`src/rtl/ram_single_port_pkg.sv`:
```
// ----------------------------------------------------------------------------
// ram_single_port_pkg
//
// Shared defaults and word/address types for the single-port flop RAM.
// The top module and its storage array take these as parameter defaults.
// Benches and neighbouring blocks can also use word_t / addr_t directly.
// ----------------------------------------------------------------------------
package ram_single_port_pkg;

  localparam int unsigned DATA_WIDTH_DEF = 8;
  localparam int unsigned ADDR_WIDTH_DEF = 6;
  localparam int unsigned DEPTH_DEF      = 1 << ADDR_WIDTH_DEF;

  typedef logic [DATA_WIDTH_DEF-1:0] word_t;
  typedef logic [ADDR_WIDTH_DEF-1:0] addr_t;

endpackage : ram_single_port_pkg

```
`src/rtl/ram_single_port_array.sv`:
```
// ----------------------------------------------------------------------------
// ram_single_port_array
//
// Flop-based storage for ram_single_port. It provides:
//   - DEPTH words of DATA_WIDTH bits, all cleared by the asynchronous reset;
//   - a one-hot write decode driven from the write address and enable;
//   - a purely combinational read mux.
// The read mux returns the value held before the current edge. A write at
// that edge is not visible through rd_data_o until after the edge.
//
// Ports:
//   clk        in   rising-edge clock
//   rst_n      in   asynchronous active-low reset, clears every word
//   we_i       in   write enable, active high
//   wr_addr_i  in   write address  [ADDR_WIDTH]
//   wr_data_i  in   write data     [DATA_WIDTH]
//   rd_addr_i  in   read address   [ADDR_WIDTH]
//   rd_data_o  out  combinational read data [DATA_WIDTH]
// ----------------------------------------------------------------------------
module ram_single_port_array
  import ram_single_port_pkg::*;
#(
  parameter int unsigned DATA_WIDTH = DATA_WIDTH_DEF,
  parameter int unsigned ADDR_WIDTH = ADDR_WIDTH_DEF
) (
  input  logic                  clk,
  input  logic                  rst_n,
  input  logic                  we_i,
  input  logic [ADDR_WIDTH-1:0] wr_addr_i,
  input  logic [DATA_WIDTH-1:0] wr_data_i,
  input  logic [ADDR_WIDTH-1:0] rd_addr_i,
  output logic [DATA_WIDTH-1:0] rd_data_o
);

  localparam int DEPTH = 1 << ADDR_WIDTH;

  logic [DATA_WIDTH-1:0] mem_q [DEPTH];
  logic [DEPTH-1:0]      wr_en;

  // One-hot write decode. Every address value is in range, so there is no
  // guard on the index.
  always_comb begin
    // NOTE: assign a default before any conditional assignment in a
    // combinational block. Without it, the unassigned paths infer a latch.
    wr_en = '0;
    if (we_i) begin
      wr_en[wr_addr_i] = 1'b1;
    end
  end

  // NOTE: this is a flop array rather than an inferred RAM macro. Clearing it
  // in the reset branch is therefore legal, and it is the only way contents
  // read deterministically after reset. An SRAM macro cannot be reset like
  // this.
  always_ff @(posedge clk or negedge rst_n) begin
    if (!rst_n) begin
      for (int i = 0; i < DEPTH; i++) begin
        mem_q[i] <= '0;
      end
    end else begin
      for (int i = 0; i < DEPTH; i++) begin
        if (wr_en[i]) begin
          // NOTE: sequential state uses non-blocking assignment. Readers in
          // the same time step then see the pre-edge value, which is what
          // gives read-before-write.
          mem_q[i] <= wr_data_i;
        end
      end
    end
  end

  assign rd_data_o = mem_q[rd_addr_i];

endmodule : ram_single_port_array

```
`src/rtl/ram_single_port.sv`:
```
// ----------------------------------------------------------------------------
// ram_single_port
//
// Synchronous DEPTH x DATA_WIDTH RAM with one clock, one write port and one
// read port, using independent addresses. Behaviour:
//   - Writes occur on the rising edge when we = 1.
//   - Read data is registered: the address presented before edge N appears
//     on q after edge N. q holds its value between edges.
//   - The asynchronous reset clears q and every stored word immediately.
//
// Read-during-write to the same address:
//   - Default build: read-before-write. q gets the old word.
//   - With `define RAM_SP_WRITE_FIRST_EN: write-first. q gets data, which is
//     bypassed around the array.
//
// Ports:
//   clk         in   rising-edge clock
//   rst_n       in   asynchronous active-low reset
//   q           out  registered read data [DATA_WIDTH]
//   data        in   write data            [DATA_WIDTH]
//   read_addr   in   read address          [ADDR_WIDTH]
//   write_addr  in   write address         [ADDR_WIDTH]
//   we          in   write enable, active high
// ----------------------------------------------------------------------------
module ram_single_port
  import ram_single_port_pkg::*;
#(
  parameter int unsigned DATA_WIDTH = DATA_WIDTH_DEF,
  parameter int unsigned ADDR_WIDTH = ADDR_WIDTH_DEF
) (
  input  logic                  clk,
  input  logic                  rst_n,
  output logic [DATA_WIDTH-1:0] q,
  input  logic [DATA_WIDTH-1:0] data,
  input  logic [ADDR_WIDTH-1:0] read_addr,
  input  logic [ADDR_WIDTH-1:0] write_addr,
  input  logic                  we
);

  logic [DATA_WIDTH-1:0] rd_word;
  logic [DATA_WIDTH-1:0] q_d;
  logic [DATA_WIDTH-1:0] q_q;

  ram_single_port_array #(
    .DATA_WIDTH (DATA_WIDTH),
    .ADDR_WIDTH (ADDR_WIDTH)
  ) u_array (
    .clk       (clk),
    .rst_n     (rst_n),
    .we_i      (we),
    .wr_addr_i (write_addr),
    .wr_data_i (data),
    .rd_addr_i (read_addr),
    .rd_data_o (rd_word)
  );

`ifdef RAM_SP_WRITE_FIRST_EN
  // Write-first: a same-address write bypasses the array, so q sees the new
  // word at the same edge that stores it.
  logic collision;
  assign collision = we && (write_addr == read_addr);

  always_comb begin
    q_d = rd_word;
    if (collision) begin
      q_d = data;
    end
  end
`else
  // Read-before-write: the array mux still shows the pre-edge contents, so
  // registering it directly returns the old word on a collision.
  assign q_d = rd_word;
`endif

  always_ff @(posedge clk or negedge rst_n) begin
    if (!rst_n) begin
      q_q <= '0;
    end else begin
      q_q <= q_d;
    end
  end

  assign q = q_q;

endmodule : ram_single_port

```
`config.mk`:
```
export PLATFORM = sky130hd
export DESIGN_NAME = ram_single_port
export DESIGN_NICKNAME = d
export VERILOG_FILES = /design/src/rtl/ram_single_port_pkg.sv /design/src/rtl/ram_single_port_array.sv /design/src/rtl/ram_single_port.sv
export SDC_FILE = /design/constraint.sdc
export NUM_CORES = 1
export LEC_CHECK = 0
export BUFFER_PORTS_ARGS = -buffer_cell sky130_fd_sc_hd__buf_2
export CAP_MARGIN = 20
export CORE_ASPECT_RATIO = 0.6
export CORE_MARGIN = 8
export CORE_UTILIZATION = 63
export CTS_BUF_LIST = sky130_fd_sc_hd__clkbuf_4 sky130_fd_sc_hd__clkbuf_8 sky130_fd_sc_hd__clkbuf_16
export DETAILED_ROUTE_END_ITERATION = 10
export HOLD_SLACK_MARGIN = 0.06
export PLACE_DENSITY = 0.8
export RECOVER_POWER = 25
export SLEW_MARGIN = 20
export SYNTH_ARGS = -nofsm -noshare
export SYNTH_HDL_FRONTEND = slang
export SYNTH_SLANG_ARGS = --single-unit
```
`constraint.sdc`:
```
create_clock -name clk -period 2 [get_ports clk]
set_clock_uncertainty 0.05 [all_clocks]
set_input_delay 0.1 -clock clk [delete_from_list [all_inputs] [get_ports clk]]
set_output_delay 0.1 -clock clk [all_outputs]
set_load 0.005 [all_outputs]
```
# ---- Word-level counts from Yosys, hierarchy flattened
# Cells that the tools add are included.
dict set report totals {
  in_bits 23
  wordCells 76
  output_inout_bits 8
  regBits 520
}
dict set report op_classes {
  mux 6
  reduce_logical 1
  n_bitwise 1
  order_cmp 3
}
# cell count
set ops {}
lappend ops {{64-bit 2-to-1 mux} 1}
lappend ops {{8-bit binary-select mux with 6-bit select} 1}
lappend ops {{8-bit 2-to-1 mux} 2}
lappend ops {{7-bit >= comparator (second input constant)} 1}
lappend ops {{6-bit by 7-bit less-than comparator with 1-bit output (second input constant)} 1}
lappend ops {{6-bit NOT with 7-bit output} 1}
lappend ops {{1-bit demux with 6-bit select} 1}
lappend ops {{6-bit by 1-bit >= comparator with 1-bit output (second input constant)} 1}
lappend ops {{1-bit logical AND} 1}
lappend ops {{1-bit 2-to-1 mux} 1}

# ---- Longest topological paths before layout
# Gate-level depths: netlist of run 1.
dict set report depth {
  ltp_word 5
  mapped_depth 9
  ltp_nobuf 5
}

# ---- Modules after synthesis
# A second synthesis of run 1 with hierarchy kept.
dict set report unflattened {
  cells_unflattened 1506
  hier_area_um2 23799.1
}
# mod seq_area_each_um2 cells_per_inst n_inst area_per_inst_um2
set modules_own_cells {}
lappend modules_own_cells {ram_single_port_array 12812.3 1498 1 23598.9}
lappend modules_own_cells {ram_single_port 200.2 8 1 200.2}

# ---- Worst setup path after synthesis of run 1
# Ideal clock, no wire load.
dict set report synth_path {
  path_kind {input to register}
  from {input read_addr[1]}
  to {register q_q[1], in the netlist q[1]}
  arrival_time_ps 1576
  stages 7
  t_required_ps 1824
  setup_ps 126
  path_slack_ps 248
  path_buffers 3
  path_cell_list {buf_2 > buf_6 > buf_2 > mux4_2 > mux4_2 > nor2_1 > o31ai_1}
}
dict set report synth_via {
  elab_chain_len 4
}
# item line_no
set synth_rtl {}
lappend synth_rtl {{start, declared} ram_single_port.sv:35} ;# input logic [ADDR_WIDTH-1:0] read_addr,
lappend synth_rtl {{6-bit NOT with 7-bit output (implied by the code)} ram_single_port_array.sv:72} ;# assign rd_data_o = mem_q[rd_addr_i];
lappend synth_rtl {{8-bit binary-select mux with 6-bit select} ram_single_port_array.sv:72}
lappend synth_rtl {{8-bit 2-to-1 mux (implied by the code) (2 in a row)} ram_single_port_array.sv:72}
lappend synth_rtl {{named net q_d[1]} ram_single_port.sv:41} ;# logic [DATA_WIDTH-1:0] q_d;
lappend synth_rtl {{end signal, assigned} ram_single_port.sv:79} ;# q_q <= q_d;
lappend synth_rtl {{end, declared} ram_single_port.sv:42} ;# logic [DATA_WIDTH-1:0] q_q;
# The timed path passes the listed nets, and every way through them passes these cells. The select of a mux whose other input is x is not followed.
# A chain may end at the register's enable or synchronous reset.

# ---- Final worst setup path of run 1
dict set report layout_path {
  from {register u_array.mem_q[196] in the netlist's numbering}
  to {register q_q[4], in the netlist q[4]}
}
dict set report layout_via {
  elab_chain_len 3
}
# item line_no
set layout_rtl {}
lappend layout_rtl {{start, declared} ram_single_port_array.sv:37} ;# logic [DATA_WIDTH-1:0] mem_q [DEPTH];
lappend layout_rtl {{start signal, assigned by index} ram_single_port_array.sv:66} ;# mem_q[i] <= wr_data_i;
lappend layout_rtl {{8-bit binary-select mux with 6-bit select} ram_single_port_array.sv:72}
lappend layout_rtl {{8-bit 2-to-1 mux (implied by the code) (2 in a row)} ram_single_port_array.sv:72}
lappend layout_rtl {{named net q_d[4]} ram_single_port.sv:41}
# The timed path passes the listed nets, and every way through them passes these cells. The select of a mux whose other input is x is not followed.

==> summary.md, run 1 <==
| Metric | Value |
|---|---|
| Cts bufs inserted | `46` |
| Sw Share | `0.242` |
| Max Clk Rate | `0.500 GHz` |
| Final count of pins violating max slew | `0` |
| Synthesized area | `0.0238 sq mm` |
| Worst-skew pair later-pin latency | `0.57 ns` |
| Vias in the first global route | `15,000` |
| Remaining global-route overflow | `0` |
| Hold Worst Slack | `0.0962 ns` |
| Leakage | `12.7 nW` |
| Top cells by area, synth | `dfrtp_1 55%, mux2_2 21%, mux4_2 12%, mux2_1 3.5%, mux2i_1 1.2%` |
| Final Non-Filler Cells | `2,156` |
| Power Dens Cells | `943 mW/mm^2` |
| Worst Path Required | `2.40 ns` |
| Core area | `0.0374 sq mm` |
| Main combinational cell family by area after synthesis | `multiplexers` |
| # setup viols final | `1` |
| Final hold violation count | `0` |
| Post-synth EDFFs | `0` |
| DP Worst Slack | `-0.240 ns` |
| Top cells by count, synth | `520 x dfrtp_1, 443 x mux2_2, 124 x mux4_2` |
| Flop pwr share | `0.496` |
| Fill cells | `2,370` |
| Synth Flop Type | `dfrtp_1` |
| Top Ports | `31` |
| XOR/XNOR Fraction of Synth Area | `0` |
| Seq cells post-synth | `520` |
| Post-route clock period utilization | `1.00` |
| Layout cell share with drive strength beyond 1 | `0.515` |
| CTS tree | `done` |
| Number of library cell types mapped by synthesis | `41` |
| Post CTS Setup Buffer Count | `0` |
| Vias/cell | `6.56` |
| Final Net Count | `1,637` |
| DR pass1 iterations | `5` |
| Simple-gate portion of the synthesized area | `0.0314` |
| Hpwl dp | `39.3 mm` |
| Sequential fraction of the synthesis area | `0.547` |
| Clock Sinks | `520` |
| Detail Route Antenna Nets | `0` |
| Initial antenna violation count | `0` |
| Mux cell area share after synthesis | `0.383` |
| Cell taking the most area after synthesis | `dfrtp_1` |
| Worst-path fanout max | `2` |
| # rows | `55` |
| Setup crit end kind | `flip-flop` |
| Total track usage | `0.271` |
| Least-Margin Pin Slew | `1.22 ns` |
| Clock group share of total power | `0.364` |
| Max clock buf depth | `3` |
| Sw Pwr | `6.18 mW` |
| H-tree depth | `2` |
| Largest net degree at the start of global routing | `93` |
| Async SR Flop Fraction | `1.00` |
| Initial DRC Count | `1,293` |
| Clock transition at path regs | `0.07 ns` |
| Die height | `167 microns` |
| Minimum clock period | `2.00 ns` |
| Synth Instances | `1,504` |
| Setup WS post-layout | `-0.00126 ns` |
| DR WL/cell | `27.4 microns` |
| VDD IR-drop max | `757 uV` |
| Status | `finished, violations left` |
| Internal | `19.3 mW` |
| Syn Nets | `1,527` |
| Count leader, synth | `dfrtp_1` |
| Compound-gate portion of the synthesized area | `0.0168` |
| Hold crit path type | `in -> reg` |
| Yosys synthesis warning count | `0` |
| Synth Area in Adders | `0` |
| Top-area cell type share of the netlist area | `0.547` |
| Failing checks | `negative setup slack` |
| Crit Path Class | `reg -> reg` |
| P&R area growth vs syn | `13.6%` |
| Wirelength, routed | `59.1 mm` |
| Root buffer cell | `clkbuf_16` |
| Syn Area/Cell | `15.8 sq um` |
| RD Place Congestion | `0.892` |
| Initial Util | `0.636` |
| First-pass GRT wire length | `92.6 mm` |
| Worst setup SP type | `flip-flop` |
| DR DRC count | `0` |
| Antenna cells | `0` |
| Total power draw | `25.5 mW` |
| Final setup TNS | `-0.00126 ns` |
| Comb pwr share | `0.140` |
| Max-cap violation count | `0` |
| Via count | `14,200` |
| Unrepaired setup endpoints after global routing | `false` |
| Critical Path AT | `2.40 ns` |
| Die Wd | `267 microns` |
| Port buffer count | `30` |
| Worst slew margin | `0.189` |
| # placed instances | `2,075` |
| Die area | `0.0445 sq mm` |
## per-stage QoR
step | cell area, sq um | util
finish | 27000 | 0.722
global route | 27000 | 0.722
CTS | 27100 | 0.725
detailed placement | 25500 | 0.682
global placement | 25500 | 0.682
floorplan | 23800 | -
## state kept, by name, indices dropped and copies added, names as in the netlist
name           count
q                  8
u_array.mem_q    512
## power by group through the flow
stage	clock, mW	sequential, mW	combinational (mW)
after floorplan	0	12.5	2.44
after global placement	0	12.7	3.42
after detailed placement	0	12.8	3.55
after CTS	9.38	12.6	3.60
after global routing	9.83	12.8	3.82
final	9.28	12.7	3.56
## cell type report
| cell class | count | area (sq um) | area share |
|---|---|---|---|
| Sequential cell | 520 | 13000 | 0.481 |
| Multi-Input combinational cell | 872 | 10300 | 0.379 |
| Timing Repair Buffer | 174 | 1570 | 0.0580 |
| Clock buffer | 67 | 1410 | 0.0522 |
| Tap cell | 513 | 642 | 0.0237 |
| Clock inverter | 10 | 155 | 0.00574 |
## routing by layer
layer,GRT usage,vias to the layer above,wire [microns]
li1,-,5835,-
met1,0.413,7709,26900
met2,0.389,524,26200
met3,0.0703,86,4870
met4,0.0620,0,1170
met5,0,-,0
## worst max-delay path: stages, from the launching register on
cell and delay [ns]:
dfrtp_1 0.41, mux4_1 0.50, mux4_2 0.50, nor2_1 0.29
o31ai_1 0.13
## logic make-up after synthesis
group,count (synthesis)
mux,677
flops,520
simple gates,133
buf+inv,112
compound gates,62
## repair_timing
| action | CTS | global route |
|---|---|---|
| setup endpoints to repair | 0 | 1 |
| resized for setup | 0 | 1 |
| hold endpoints to repair | 525 | 0 |
| hold buffers | 4 | 0 |
## cells in the final DEF, fill, tap and decap left out, types with 6 or more instances in the layout
master,n
mux2_1,74
nand2b_1,6
nand2_1,35
nor2_2,27
o31ai_1,7
buf_12,28
o21ai_0,6
clkbuf_8,8
mux2_2,443
dfrtp_1,520
nor2_1,24
clkbuf_4,12
buf_2,28
mux2i_1,28
clkbuf_1,7
a211oi_1,7
o221ai_1,6
a21oi_1,15
o22ai_1,8
mux4_2,124
clkbuf_16,49
mux4_1,8
buf_4,99
o21ai_1,7
nor2_4,11
## worst paths after layout
kind	start	end	slack, ns	depth (start not counted)
setup / recovery	u_array.mem_q[196]$_DFFE_PN0P_	q[4]$_DFF_PN0_	-0.001	4
hold / removal	data[0]	u_array.mem_q[160]$_DFFE_PN0P_	0.1	3
setup reg to reg	u_array.mem_q[196]$_DFFE_PN0P_	q[4]$_DFF_PN0_	-0.001	4
hold reg to reg	u_array.mem_q[486]$_DFFE_PN0P_	u_array.mem_q[486]$_DFFE_PN0P_	0.44	1
max in group asynchronous	rst_n	u_array.mem_q[354]$_DFFE_PN0P_	0.12	4
min in group asynchronous	rst_n	u_array.mem_q[394]$_DFFE_PN0P_	0.84	3
No activity file was read; power rests on OpenSTA's default activity.
==> run 2, diff against run 1 <==
ABC_AREA = 1   (was default)
==> summary.md, run 2 <==
| Metric | Value |
|---|---|
| Top cells by area, synth | `dfrtp_1 55%, nand2_1 17%, nand3_1 9.1%, o21ai_0 7.9%, clkbuf_1 2.7%` |
| H-tree depth | `2` |
| Worst-path fanout max | `2` |
| Max-cap violation count | `0` |
| Synth Instances | `2,962` |
| Initial DRC Count | `3,043` |
| Post-synth EDFFs | `0` |
| Clock group share of total power | `0.370` |
| Clock Sinks | `520` |
| Most common cell after layout, fill and taps aside | `nand2_1` |
| Clock transition at path regs | `0.07 ns` |
| Initial Util | `0.636` |
| Number of library cell types mapped by synthesis | `24` |
| Internal | `19.1 mW` |
| Syn Nets | `2,985` |
| Via count | `21,600` |
| Sw Pwr | `7.41 mW` |
| VDD IR-drop max | `796 uV` |
| Count leader, synth | `nand2_1` |
| Power Dens Cells | `994 mW/mm^2` |
| # rows | `55` |
| DR WL/cell | `20.5 microns` |
| Core area | `0.0375 sq mm` |
| Port buffer count | `30` |
| Final setup TNS | `0 ns` |
| Initial antenna violation count | `2` |
| Most frequent cells in the layout | `1,106 x nand2_1, 520 x dfrtp_1, 431 x nand3_1` |
| Max clock buf depth | `3` |
| Synthesized area | `0.0239 sq mm` |
| Worst Path Required | `2.42 ns` |
| Yosys synthesis warning count | `0` |
| DP Worst Slack | `0.104 ns` |
| Setup WS post-layout | `0.0868 ns` |
| Die area | `0.0446 sq mm` |
| Vias/cell | `6.18` |
| Leakage | `12.4 nW` |
| Worst setup SP type | `flip-flop` |
| RD Place Congestion | `0.921` |
| Sw Share | `0.280` |
| Minimum clock period | `1.91 ns` |
| Status | `finished, final reports clean` |
| Top cells by count, synth | `1,106 x nand2_1, 520 x dfrtp_1, 432 x nand3_1` |
| First-pass GRT wire length | `114 mm` |
| Crit Path Class | `reg -> reg` |
| Largest net degree at the start of global routing | `83` |
| Top-area cell type share of the netlist area | `0.545` |
| Max Clk Rate | `0.523 GHz` |
| Worst slew margin | `0.220` |
| Unrepaired setup endpoints after global routing | `false` |
| Hpwl dp | `43.9 mm` |
| Antenna cells | `0` |
| Post-route clock period utilization | `0.957` |
| Wirelength, routed | `71.4 mm` |
| Comb pwr share | `0.143` |
| Top Ports | `31` |
| P&R area growth vs syn | `11.7%` |
| Final hold violation count | `0` |
| Post CTS Setup Buffer Count | `0` |
| Flop pwr share | `0.487` |
| Die height | `167 microns` |
| Root buffer cell | `clkbuf_16` |
| Seq cells post-synth | `520` |
| Setup crit end kind | `flip-flop` |
| Least-Margin Pin Slew | `1.17 ns` |
| Cell taking the most area after synthesis | `dfrtp_1` |
| Syn Area/Cell | `8.06 sq um` |
| Vias in the first global route | `20,500` |
| Worst-skew pair later-pin latency | `0.59 ns` |
| DR pass1 iterations | `6` |
| Async SR Flop Fraction | `1.00` |
| Hold crit path type | `in -> reg` |
| Layout cell share with drive strength beyond 1 | `0.102` |
| # setup viols final | `0` |
| Critical Path AT | `2.33 ns` |
| Total track usage | `0.320` |
| Remaining global-route overflow | `0` |
| Largest Register | `u_array.mem_q` |
| Sequential fraction of the synthesis area | `0.545` |
| Die Wd | `267 microns` |
| Final Net Count | `2,961` |
| CTS tree | `done` |
| DR DRC count | `0` |
| Number of flip-flops under the largest register name | `512` |
| Cts bufs inserted | `47` |
| Synth Flop Type | `dfrtp_1` |
| Final count of pins violating max slew | `0` |
| Detail Route Antenna Nets | `0` |
[run 2: cell types whose count changed in the layout (fill, tap and decap cells not counted), moves of 12 or more]
| cell | previous run | this run |
|---|---|---|
| a21oi_1 | 15 | 96 |
| buf_4 | 99 | 73 |
| inv_2 | 0 | 13 |
| mux2_1 | 74 | 0 |
| mux2_2 | 443 | 0 |
| mux2i_1 | 28 | 0 |
| mux4_2 | 124 | 0 |
| nand2_1 | 35 | 1106 |
| nand2_2 | 0 | 12 |
| nand3_1 | 5 | 431 |
| nor2_1 | 24 | 96 |
| nor2_2 | 27 | 4 |
| o21ai_0 | 6 | 376 |
| o21ai_2 | 0 | 25 |
[run 2: metrics by stage]
step	hold slack, ns	power [mW]	utilization	cell area [sq um]	cells
floorplan	-0.246	15.2	-	23900	2962
global placement	0.00614	16.5	0.665	24900	3390
detailed placement	0.00868	16.7	0.665	24900	3390
CTS	0.0654	26.5	0.713	26700	3489
global route	0.112	27.6	0.711	26700	3489
finish	0.0920	26.5	0.711	26700	3489
[run 2: metal layers]
layer  vias up  wire length [microns]  global-route usage
met4         4                   1910              0.0880
met3       156                   8740              0.0977
met1     10500                  29900               0.470
li1       9661                      -                   -
met2      1267                  30800               0.459
met5         -                     27                   0
[run 2: critical path, cell delays in order (launching register included)]
cell	delay, ns
dfrtp_1	0.38
nand2_1	0.07
nand3_1	0.08
nand3_1	0.11
nand2_1	0.20
nand2_1	0.11
nand3_1	0.07
nand3_1	0.10
nand2_1	0.06
dlygate4sd3_1	0.56
[run 2: cell families after synthesis]
kind of cell,after synthesis,share of synthesized area
buffers and inverters,249,0.0449
flip-flops,520,0.545
AO/OA/AOI/OAI,512,0.111
AND/OR/NAND/NOR,1681,0.299
[run 2: final cells by class]
cell class              instances  area (sq um)
multi-input cells            2193          9780
fillers                      2825         10800
repair buffers                149          1430
clock inverters                24           317
well taps                     513           642
flip-flops and latches        520         13000
clock buffers                  63          1360
inverters                      27           123
[run 2: worst paths after layout]
kind,slack (ns),start,cells past startpoint,to
setup / recovery,0.09,u_array.mem_q[167]$_DFFE_PN0P_,9,q[7]$_DFF_PN0_
hold / removal,0.09,write_addr[1],5,u_array.mem_q[348]$_DFFE_PN0P_
setup reg to reg,0.09,u_array.mem_q[167]$_DFFE_PN0P_,9,q[7]$_DFF_PN0_
hold reg to reg,0.44,u_array.mem_q[138]$_DFFE_PN0P_,2,u_array.mem_q[138]$_DFFE_PN0P_
max in group asynchronous,0.37,rst_n,3,q[1]$_DFF_PN0_
min in group asynchronous,0.52,rst_n,3,u_array.mem_q[334]$_DFFE_PN0P_
[run 2: power groups by stage]
stage / Clock [mW] / Combinational (mW) / Sequential (mW)
detailed placement: 0 / 3.71 / 13.0
finish: 9.80 / 3.80 / 12.9
global route: 10.3 / 4.29 / 13.0
CTS: 9.86 / 3.77 / 12.8
global placement: 0 / 3.53 / 12.9
floorplan: 0 / 2.46 / 12.8
[run 2: timing repair]
item | CTS | global route
hold buffers | 12 | 0
endpoints found under the setup margin | 0 | 1
resized for setup | 0 | 1
hold endpoints to repair | 760 | 0
==> run 3, diff against run 2 <==
CAP_MARGIN = default   (was 20)
CORE_ASPECT_RATIO = default   (was 0.6)
SYNTH_HIERARCHICAL = 1   (was default)
==> summary.md, run 3 <==
| Metric | Value |
|---|---|
| Top cells by area, synth | `dfrtp_1 55%, nand2_1 18%, nand3_1 9.1%, o21ai_0 8.9%, clkbuf_1 2.4%` |
| DR DRC count | `0` |
| Setup crit end kind | `async pin` |
| Status | `finished, violations left` |
| Detail Route Antenna Nets | `0` |
| CP Launch Point | `rst_n` |
| Die Wd | `210 microns` |
| Sw Pwr | `7.25 mW` |
| Worst-path fanout max | `29` |
| Port buffer count | `30` |
| Worst-skew pair later-pin latency | `0.60 ns` |
| Remaining global-route overflow | `0` |
| VDD IR-drop max | `796 uV` |
| RD Place Congestion | `0.945` |
| # setup viols final | `0` |
| Crit-path cells | `dlygate4sd3_1 > dlymetal6s4s_1 > clkbuf_4` |
| Root buffer cell | `clkbuf_16` |
| Vias in the first global route | `20,200` |
| Seq cells post-synth | `520` |
| Area of the multi-input gates | `0.00962 sq mm` |
| Largest Register | `u_array/mem_q` |
| DP Worst Slack | `0.0121 ns` |
| Initial DRC Count | `2,318` |
| Hpwl dp | `40.1 mm` |
| Failing checks | `max-capacitance violations, max-slew violations` |
| Top-area cell type share of the netlist area | `0.549` |
| Critical Path AT | `2.53 ns` |
| Worst r2r src | `u_array/mem_q[99]$_DFFE_PN0P_` |
| Die height | `210 microns` |
| Clock transition at path regs | `0.06 ns` |
| Hold crit path type | `in -> reg` |
| Power Dens Cells | `1020 mW/mm^2` |
| Total track usage | `0.306` |
| Number of library cell types mapped by synthesis | `20` |
| Synth Flop Type | `dfrtp_1` |
| Worst setup SP type | `input port` |
| Final hold violation count | `0` |
| Comb pwr share | `0.135` |
| Sw Share | `0.268` |
| Flop pwr share | `0.473` |
| Async SR Flop Fraction | `1.00` |
| Most common cell after layout, fill and taps aside | `nand2_1` |
| Top Ports | `31` |
| Largest net degree at the start of global routing | `97` |
| Syn Area/Cell | `8.00 sq um` |
| Most frequent cells in the layout | `1,125 x nand2_1, 520 x dfrtp_1, 433 x nand3_1` |
| Post-route clock period utilization | `0.931` |
| Count leader, synth | `nand2_1` |
| Worst slew margin | `-0.0154` |
| Post-synth EDFFs | `0` |
| Max-cap violation count | `1` |
| Wirelength, routed | `66.9 mm` |
| # rows | `71` |
| Leakage | `12.4 nW` |
| Max Clk Rate | `0.537 GHz` |
| Final setup TNS | `0 ns` |
| Minimum clock period | `1.86 ns` |
| Fill cells | `2,853` |
| Worst Path Required | `2.67 ns` |
| First-pass GRT wire length | `108 mm` |
| DR WL/cell | `19.4 microns` |
| Number of flip-flops under the largest register name | `512` |
| Crit Path Class | `in -> async` |
| Critical-path cell with the highest stage delay | `dlymetal6s4s_1` |
| Clock group share of total power | `0.392` |
| Initial Util | `0.635` |
| Unrepaired setup endpoints after global routing | `false` |
| Via count | `21,000` |
| CTS tree | `done` |
| Max stage delay on crit path | `1.19 ns` |
| Setup WS post-layout | `0.137 ns` |
| Max clock buf depth | `3` |
| Post CTS Setup Buffer Count | `0` |
| Clock Sinks | `520` |
| Yosys synthesis warning count | `6` |
| Synthesized area | `0.0237 sq mm` |
| Cell taking the most area after synthesis | `dfrtp_1` |
| H-tree depth | `2` |
| Register area | `0.0130 sq mm` |
| Sequential fraction of the synthesis area | `0.549` |
| Fin util | `0.713` |
| Core area | `0.0373 sq mm` |
| Hold Worst Slack | `0.160 ns` |
| Cts bufs inserted | `54` |
| Least-Margin Pin Slew | `1.52 ns` |
| Initial antenna violation count | `3` |
| Final Net Count | `2,956` |
| Top cells by count, synth | `1,126 x nand2_1, 520 x dfrtp_1, 433 x nand3_1` |
| Synth Instances | `2,961` |
| Vias/cell | `6.08` |
| DR pass1 iterations | `6` |
| Internal | `19.8 mW` |
| Min-delay src | `write_addr[5]` |
| Die area | `0.0441 sq mm` |
| Final count of pins violating max slew | `14` |
| Syn Nets | `2,984` |
| P&R area growth vs syn | `12.2%` |
| Layout cell share with drive strength beyond 1 | `0.0853` |
## run 3: cell count changes after synthesis, sizes merged
cell / before / now
nand2: 1119 / 1127
o21ai: 416 / 424
nand3: 432 / 433
a21oi: 96 / 88
bufinv: 1 / 0
nor4: 6 / 7
clkbuf: 173 / 154
buf: 49 / 68
nor2: 108 / 98
## run 3: final timing paths
kind,endpoint,slack [ns],depth (start not counted)
min reg2reg,u_array/mem_q[32]$_DFFE_PN0P_,0.43,2
min in group asynchronous,u_array/mem_q[17]$_DFFE_PN0P_,1.11,3
max,u_array/mem_q[351]$_DFFE_PN0P_,0.14,3
max reg2reg,q[3]$_DFF_PN0_,0.14,9
max in group clk,q[3]$_DFF_PN0_,0.14,9
min,u_array/mem_q[298]$_DFFE_PN0P_,0.16,6
## run 3: cell families after synthesis
kind of cell | synth area share
AO/OA/AOI/OAI | 0.108
buffers and inverters | 0.0451
flip-flops | 0.549
AND/OR/NAND/NOR | 0.298
## run 3: power groups by stage
stage	registers, mW	logic [mW]	clock network [mW]
floorplan	12.8	2.39	0
global placement	12.9	3.42	0
detailed placement	13.0	3.58	0
CTS	12.8	3.64	10.7
global route	13.0	4.13	11.2
finish	12.8	3.65	10.6
## run 3: area by class of cell
class                   count  share of cell area
flip-flops and latches    520               0.489
clock buffers              81              0.0637
clock inverters            18             0.00838
diodes                      1           0.0000941
multi-input cells        2193               0.362
inverters                  26             0.00395
repair buffers            138              0.0504
well taps                 474              0.0223
## run 3: layer usage
| layer | share of wire | track usage |
|---|---|---|
| met5 | 0.00034 | 0 |
| met4 | 0.044 | 0.144 |
| met3 | 0.093 | 0.0625 |
| met2 | 0.47 | 0.483 |
| met1 | 0.39 | 0.405 |
## run 3: what timing repair did
action,CTS,global route
resized for setup,0,1
hold buffers,14,0
endpoints found under the hold margin,945,0
endpoints found under the setup margin,0,1
## run 3: critical path, delay by kind of cell
| family | cells | cell delay (ns) |
|---|---|---|
| buffers and inverters | 3 | 2.40 |
## run 3: stage by stage
stage | instance area [sq um] | power, mW | std cells
3_5_place_dp | 24600 | 16.5 | 3337
2_1_floorplan | 23700 | 15.1 | 2961
3_3_place_gp | 24600 | 16.3 | 3337
5_1_grt | 26600 | 28.3 | 3451
4_1_cts | 26600 | 27.2 | 3450
6_report | 26600 | 27.1 | 3451
